**src/rtl/pipe_pkg.sv**
```systemverilog
// Shared definitions for the pipeline skid stage: occupancy states and
// default field widths used when the instantiator does not override them.
package pipe_pkg;

  // Number of entries currently held by the stage
  typedef enum logic [1:0] {
    EMPTY = 2'd0,
    ONE   = 2'd1,
    TWO   = 2'd2
  } state_t;

  localparam int DEFAULT_DATA_W = 32;
  localparam int DEFAULT_CTRL_W = 8;

  // Map a state to its held-entry count
  function automatic logic [1:0] occupancy_of(input state_t s);
    logic [1:0] n;
    n = 2'd0;
    case (s)
      EMPTY:   n = 2'd0;
      ONE:     n = 2'd1;
      TWO:     n = 2'd2;
      default: n = 2'd0;
    endcase
    return n;
  endfunction

endpackage

```
**src/rtl/pipe_slot.sv**
```systemverilog
// One storage entry of the skid stage: a register with load enable.
// Clear wins over load so a reset or flush always empties the slot.
module pipe_slot #(
  parameter int W = 40
) (
  input  logic         clk,
  input  logic         clear,
  input  logic         load,
  input  logic [W-1:0] d,
  output logic [W-1:0] q
);

  // Capture a new entry when loaded; clearing takes priority
  always_ff @(posedge clk) begin
    if (clear) begin
      q <= '0;
    end else if (load) begin
      q <= d;
    end
  end

endmodule

```
**src/rtl/pipe_skid_stage.sv**
```systemverilog
// Two-entry pipeline register with a skid slot. The main slot always holds
// the oldest entry and drives the outputs; the skid slot catches the one
// instruction that arrives while downstream is stalled, which lets in_ready
// be a pure decode of registered state instead of depending on out_ready.
module pipe_skid_stage
  import pipe_pkg::*;
#(
  parameter int DATA_W = DEFAULT_DATA_W,
  parameter int CTRL_W = DEFAULT_CTRL_W
) (
  input  logic              clk,
  input  logic              rst,
  input  logic              in_valid,
  output logic              in_ready,
  input  logic [CTRL_W-1:0] in_ctrl,
  input  logic [DATA_W-1:0] in_data,
  input  logic              flush,
  output logic              out_valid,
  input  logic              out_ready,
  output logic [CTRL_W-1:0] out_ctrl,
  output logic [DATA_W-1:0] out_data,
  output logic [1:0]        occupancy
);

  localparam int SLOT_W = CTRL_W + DATA_W;

  state_t            state;
  logic              accept;
  logic              pop;
  logic              slot_clear;
  logic              main_load;
  logic              skid_load;
  logic [SLOT_W-1:0] in_entry;
  logic [SLOT_W-1:0] main_d;
  logic [SLOT_W-1:0] main_q;
  logic [SLOT_W-1:0] skid_q;

  assign in_entry   = {in_ctrl, in_data};
  assign in_ready   = (state != TWO) & ~rst;
  assign out_valid  = (state != EMPTY);
  assign accept     = in_valid & in_ready & ~flush;
  assign pop        = out_valid & out_ready;
  assign slot_clear = rst | flush;

  assign out_data  = main_q[DATA_W-1:0];
  assign out_ctrl  = out_valid ? main_q[SLOT_W-1:DATA_W] : '0;
  assign occupancy = occupancy_of(state);

  // Decide which slot captures this cycle and where main's new value comes from
  always_comb begin
    main_load = 1'b0;
    skid_load = 1'b0;
    main_d    = in_entry;
    case (state)
      EMPTY: begin
        main_load = accept;
      end
      ONE: begin
        if (accept && pop) begin
          main_load = 1'b1;
        end else if (accept) begin
          skid_load = 1'b1;
        end
      end
      TWO: begin
        if (pop) begin
          main_load = 1'b1;
          main_d    = skid_q;
        end
      end
      default: begin
        main_load = 1'b0;
      end
    endcase
  end

  // Occupancy state machine; reset and flush both drop everything held
  always_ff @(posedge clk) begin
    if (rst || flush) begin
      state <= EMPTY;
    end else begin
      case (state)
        EMPTY: if (accept) state <= ONE;
        ONE: begin
          if (accept && !pop) begin
            state <= TWO;
          end else if (!accept && pop) begin
            state <= EMPTY;
          end
        end
        TWO: if (pop) state <= ONE;
        default: state <= EMPTY;
      endcase
    end
  end

  pipe_slot #(.W(SLOT_W)) u_main (
    .clk   (clk),
    .clear (slot_clear),
    .load  (main_load),
    .d     (main_d),
    .q     (main_q)
  );

  pipe_slot #(.W(SLOT_W)) u_skid (
    .clk   (clk),
    .clear (slot_clear),
    .load  (skid_load),
    .d     (in_entry),
    .q     (skid_q)
  );

endmodule
```
**config.mk**
```make
export PLATFORM = sky130hd
export DESIGN_NAME = pipe_skid_stage
export DESIGN_NICKNAME = d
export VERILOG_FILES = /design/src/rtl/pipe_pkg.sv /design/src/rtl/pipe_slot.sv /design/src/rtl/pipe_skid_stage.sv
export SDC_FILE = /design/constraint.sdc
export NUM_CORES = 1
export LEC_CHECK = 0
export ABC_AREA = 1
export CORE_ASPECT_RATIO = 0.6
export CORE_MARGIN = 2
export CORE_UTILIZATION = 30
export CTS_CLUSTER_SIZE = 24
export DETAILED_ROUTE_END_ITERATION = 8
export GPL_ROUTABILITY_DRIVEN = 0
export GPL_TIMING_DRIVEN = 1
export PLACE_DENSITY = 0.53
export SLEW_MARGIN = 40
export SYNTH_ARGS = -nofsm -noshare
export SYNTH_HDL_FRONTEND = slang
export SYNTH_HIERARCHICAL = 1
export SYNTH_SLANG_ARGS = --single-unit
export TNS_END_PERCENT = 20
```
**constraint.sdc**
```tcl
create_clock -name clk -period 1.5 [get_ports clk]
set_clock_uncertainty 0.05 [all_clocks]
set_input_delay 0.375 -clock clk [delete_from_list [all_inputs] [get_ports clk]]
set_output_delay 0.375 -clock clk [all_outputs]
set_load 0.01 [all_outputs]
```
Yosys cells after proc, flatten, opt, wreduce, memory -nomap -nowiden --
Index checks and enable logic that the tools add are counted.
Storage, ports and cells: output and inout port bits 44, bits of input ports 45, memories 0, memory bits (read-only) 0, bits in registers 82, bits in latches 0, RAM bits 0, word-level logic and storage cells 40
Operators by class: multiplexer cells 15, equality and inequality tests 6, reductions and logical operators 9, $lt $le $gt $ge 0, $mul 0, $add $sub $neg 0, div/mod/pow operators 0, bitwise logic cells 7, shift operators 0
Operator list (number):
- 40-bit two-way mux | 2
- 2-bit two-way mux | 4
- 8-bit two-way mux | 1
- 2-bit inequality test (second input constant) | 3
- 2-bit case mux with 3 select lines | 1
- 1-bit two-way mux | 5
- 1-bit bitwise AND | 4
- 2-bit case mux with 2 select lines | 1
- 1-bit logical AND | 3
- 3-bit inequality test (second input constant) | 1
- 1-bit case mux with 3 select lines | 1
- 3-bit AND reduction | 1
- 2-bit by 1-bit == test with 1-bit output (second input constant) | 1
- 2-bit == test (second input constant) | 1
- 1-bit zero test | 2
- 2-bit zero test | 1
- 1-bit inverter | 2
- 2-bit nonzero test | 1
- 1-bit logical OR | 1
- 1-bit bitwise OR | 1

Depth between registers and ports, before layout --
depth after elaboration 9, mapped depth 12, depth with buffers taken out 9

Modules after synthesis --
Netlist, hierarchy kept.
By module, submodules not included:
- pipe_slot | area an instance 1661.6 µm², sequential area each 800.8 µm², cells each 254, times used 2
- pipe_skid_stage | area an instance 884.6 µm², sequential area each 40.0 µm², cells each 187, times used 1

Worst setup path after synthesis --
OpenSTA, ideal clock, no wires.
path type flip-flop to flip-flop, start point register state[0], end point register u_skid.q[0], arrival time 1.558 ns, setup time 0.113 ns, period minus slack after synthesis 1.721 ns, path buffers 3, stages on the path, launching flop included 12, path slack -0.221 ns, path through dfxtp_1 -> nor2_8 -> buf_4 -> nor2_1 -> ha_1 -> nand3_1 -> inv_1 -> buf_6 -> buf_6 -> nand2_1 -> nand2_1 -> nor2_1
Between the ends: cells in the longest elaborated chain, start to end 7, elaborated cells on any way between the ends 11, those cells by class 2 x eq/ne; 3 x mux; 4 x bitwise; 2 x reduce/logical
RTL lines:
- from (decl) | line pipe_skid_stage.sv:27 | state_t state;
- from (signal assigned) | line pipe_skid_stage.sv:80 | state <= EMPTY;
- from (signal assigned) | line pipe_skid_stage.sv:83 | EMPTY: if (accept) state <= ONE;
- from (signal assigned) | line pipe_skid_stage.sv:86 | state <= TWO;
- 2-bit inequality test | line pipe_skid_stage.sv:39 | assign in_ready = (state != TWO) & ~rst;
- 1-bit bitwise AND | line pipe_skid_stage.sv:39
- 1-bit bitwise AND (2 in a row) | line pipe_skid_stage.sv:41 | assign accept = in_valid & in_ready & ~flush;
- 1-bit two-way mux or 1-bit logical AND (tied branches) | line pipe_skid_stage.sv:61, pipe_skid_stage.sv:59
- 1-bit two-way mux | line pipe_skid_stage.sv:59 | if (accept && pop) begin
- 1-bit two-way mux (*) | line pipe_skid_stage.sv:54 | case (state)
- net skid_load | line pipe_skid_stage.sv:32 | logic skid_load;
- to (signal assigned) | line pipe_slot.sv:16 | q <= '0;
- to (signal assigned) | line pipe_slot.sv:18 | q <= d;
- to (decl) | line pipe_slot.sv:10 | output logic [W-1:0] q
The timed path passes the listed nets; every way through them passes the cells marked *. A chain may end at the register's enable or synchronous reset.

Worst setup path in the final report --
start point register state[1], end point register u_main.q[36]
Between the ends: cells in the longest elaborated chain, start to end 7, elaborated cells on any way between the ends 15, those cells by class 3 x eq/ne; 5 x mux; 4 x bitwise; 3 x reduce/logical
RTL lines:
- 2-bit inequality test | line pipe_skid_stage.sv:39
- 1-bit bitwise AND | line pipe_skid_stage.sv:39
- 1-bit bitwise AND (2 in a row) | line pipe_skid_stage.sv:41
- 1-bit logical AND | line pipe_skid_stage.sv:59
- 1-bit two-way mux | line pipe_skid_stage.sv:59
- 1-bit case mux with 3 select lines (*) | line pipe_skid_stage.sv:54
- net main_load | line pipe_skid_stage.sv:31 | logic main_load;
- to (signal assigned) | line pipe_slot.sv:16
- to (signal assigned) | line pipe_slot.sv:18
- to (decl) | line pipe_slot.sv:10
Marks and branches as above.

==> summary.txt <==
Run status
  – Outcome: finished with violations
  – Violated checks: setup timing

Cells and area
  – Post-Layout Cell Count: 1002
  – Layout Nets: 852
  – Ratio of cells with drive above 1 in the final layout: 0.191
  – Diode count: 0
  – Util after Layout: 0.462
  – Multi-input gate area: 2180 um2
  – FF/Latch Area: 1650 um2
  – Final Instance Area: 6320 um2
  – # fillers: 1372
  – Layout overhead on the synthesized area: 50.2%

Floorplan
  – Die extent in y: 95.7 um
  – Full die area: 15000 um2
  – Initial Util: 0.308
  – Die Wd: 157 um
  – Site Rows: 33
  – IO Count: 89
  – Core area: 13700 um2

Route
  – Drt total wl: 12.6 mm
  – DRT antenna net count: 0
  – DR vias: 4271
  – WL/cell: 12.6 um
  – Initial drt markers: 230
  – Detailed Routing Iterations Pass 1: 4
  – # DRC: 0
  – Vias per cell: 4.26

Logic synthesis
  – Largest cells by area after synthesis: dfxtp_1, nand2_1, nor2_1, inv_1, nand3_1
  – Post-synthesis instance area: 4210 um2
  – Count leader, synth: nand2_1
  – Syn Inst Count: 695
  – Sequential element share of the synthesized area: 0.390
  – Top FF cell, synth: dfxtp_1
  – Yosys top cell by area: dfxtp_1
  – Post-synthesis cell type count: 16
  – Avg Synthesized Cell Area: 6.05 um2
  – Post-synth top area share: 0.390
  – Synthesis Warnings: 6
  – Register bit total from synthesis: 82
  – Post-synth EDFFs: 0
  – Synth top cells by count: nand2_1, nor2_1, inv_1
  – Syn nets: 742
  – Ys async rst share: 0

Power and ir drop
  – Final Power: 5.31 mW
  – Power per cell area: 840 nW/um2
  – Pleak: 3.03 nW
  – Peak supply drop: 0.519 mV

Timing
  – Number of hold-slack violations in the final timing report: 0
  – Final TNS setup: -11.05 ns
  – Final Worst Setup Slack: -0.205 ns
  – Max_slew headroom: 0.774
  – Max Slew Vio Count: 0
  – RSZ-0062 raised after global routing: true
  – Least-Margin Pin Slew: 0.339 ns
  – Setup Viol. Count Final: 91
  – Worst hold-check slack: 0.420 ns
  – Final Cycle Share: 1.14
  – Final min period: 1.70 ns
  – Top achievable clock speed: 0.587 GHz

Placed design
  – Post-DP HPWL: 7.29 mm
  – PortBufs: 88
  – Place WS: -0.627 ns
  – Inst Count DP: 962
  – Placed cell area: 5330 um2

Global route
  – Global-route wire length before repair: 19.7 mm
  – Vias in the first global route: 3966
  – Global route overflow: 0
  – Total track usage: 0.170
  – Largest net degree at the start of global routing: 36
  – Initial antenna violation count: 0

Hold path
  – HP Class: reg2reg
  – Hold path depth: 2
  – Worst Hold Launch: u_main/q[25]
  – Worst-case hold path end point: u_main/q[25]

Clock tree
  – CTS tree: done
  – Clock Latency Late Sink: 0.34 ns
  – Clock slew at reported path FFs: 0.06 ns
  – Buffer type at the clock tree root: clkbuf_16
  – Max Buffers Root-to-Sink: 2
  – CTS buffer count: 9
  – # clock sinks: 82
  – H-tree Lvls: 3
  – CTS hold repair buffers: 0

Setup path
  – Reg2Reg Launch Point: state[1]
  – Worst Reg2Reg Path Length in Cells: 11
  – Worst reg2reg endpoint: u_main/q[36]
  – Critical Path End Type: flip-flop
  – Crit path DAT: 1.89 ns
  – Setup slack, reg-to-reg: -0.20 ns
  – CP Class: reg2reg
  – Kind of start point of the critical path: flip-flop
  – CP Max Fanout: 6
  – Critical path data required time: 1.69 ns

Run
  – Maximum capacitance violations: 0
-- what timing repair did --
item | CTS | global route
endpoints found under the setup margin | 125 | 93
gates resized for setup | 157 | 55
setup buffers | 14 | 3
gates cloned | 9 | 4
pin swaps | 9 | 23
-- area by class of cell --
type,count,area share
flip-flops and latches,82,0.261
clock inverters,6,0.0139
repair buffers,139,0.245
multi-input cells,473,0.345
inverters,100,0.0618
clock buffers,10,0.0362
well taps,192,0.0380
-- worst max-delay path, cell delays in order, from the launching register on --
cell	delay (ns)
dfxtp_4	0.39
inv_4	0.06
nor2_8	0.15
nor2_4	0.06
ha_4	0.16
nand2_4	0.06
nand3_4	0.09
buf_12	0.16
buf_12	0.13
buf_16	0.15
nor2_4	0.10
nor2_1	0.04
-- metal layers --
metal  vias to the layer above  GRT usage  routed length [um]
li1                       2236          -                   -
met1                      1943      0.233                6340
met2                        84      0.276                5530
met3                         8     0.0378                 638
met4                         0     0.0375                  93
met5                         -          0                   0
-- sequential cells by signal, summed over array words and instances (netlist names) --
name,flops
state,2
u_main/q,40
u_skid/q,40
-- cell usage in the layout (no fill, tap or decap), types with 2 or more instances in the layout --
master	synthesis	layout
nand2_4	1	5
dfxtp_1	82	80
buf_2	11	12
clkdlybuf4s50_1	0	40
nor2_2	1	27
clkbuf_16	0	13
inv_1	97	96
inv_4	0	2
dlygate4sd2_1	0	34
nor2_1	174	132
bufinv_16	0	2
nor2_4	0	16
buf_8	0	2
nand3_1	45	42
buf_12	0	12
buf_16	0	6
buf_4	12	19
nand3_4	0	2
nand2_2	0	16
buf_6	14	9
nand2_1	248	228
-- report_power, final --
| group | internal (mW) | switching, mW | total, mW |
|---|---|---|---|
| Sequential | 2.20 | 0.0186 | 2.22 |
| Combinational | 0.331 | 0.339 | 0.670 |
| Clock | 1.46 | 0.950 | 2.41 |
| Total | 4.00 | 1.31 | 5.31 |
-- how the worst max path moves through the flow --
stage	from	end	cells after the start
floorplan	state[1]	u_main/q[0]	11
global placement	rst	u_main/q[7]	11
detailed placement	rst	u_main/q[12]	11
CTS	state[1]	u_main/q[26]	12
global route	state[1]	u_main/q[5]	11
finish	state[1]	u_main/q[36]	11
-- cells by family after synthesis --
logic type	Yosys count	share of synthesized area
buf+inv	140	0.164
simple gates	470	0.439
flops	82	0.390
fa+ha+maj	2	0.00595
compound gates	1	0.00119
No activity file was read; power rests on OpenSTA's default activity.
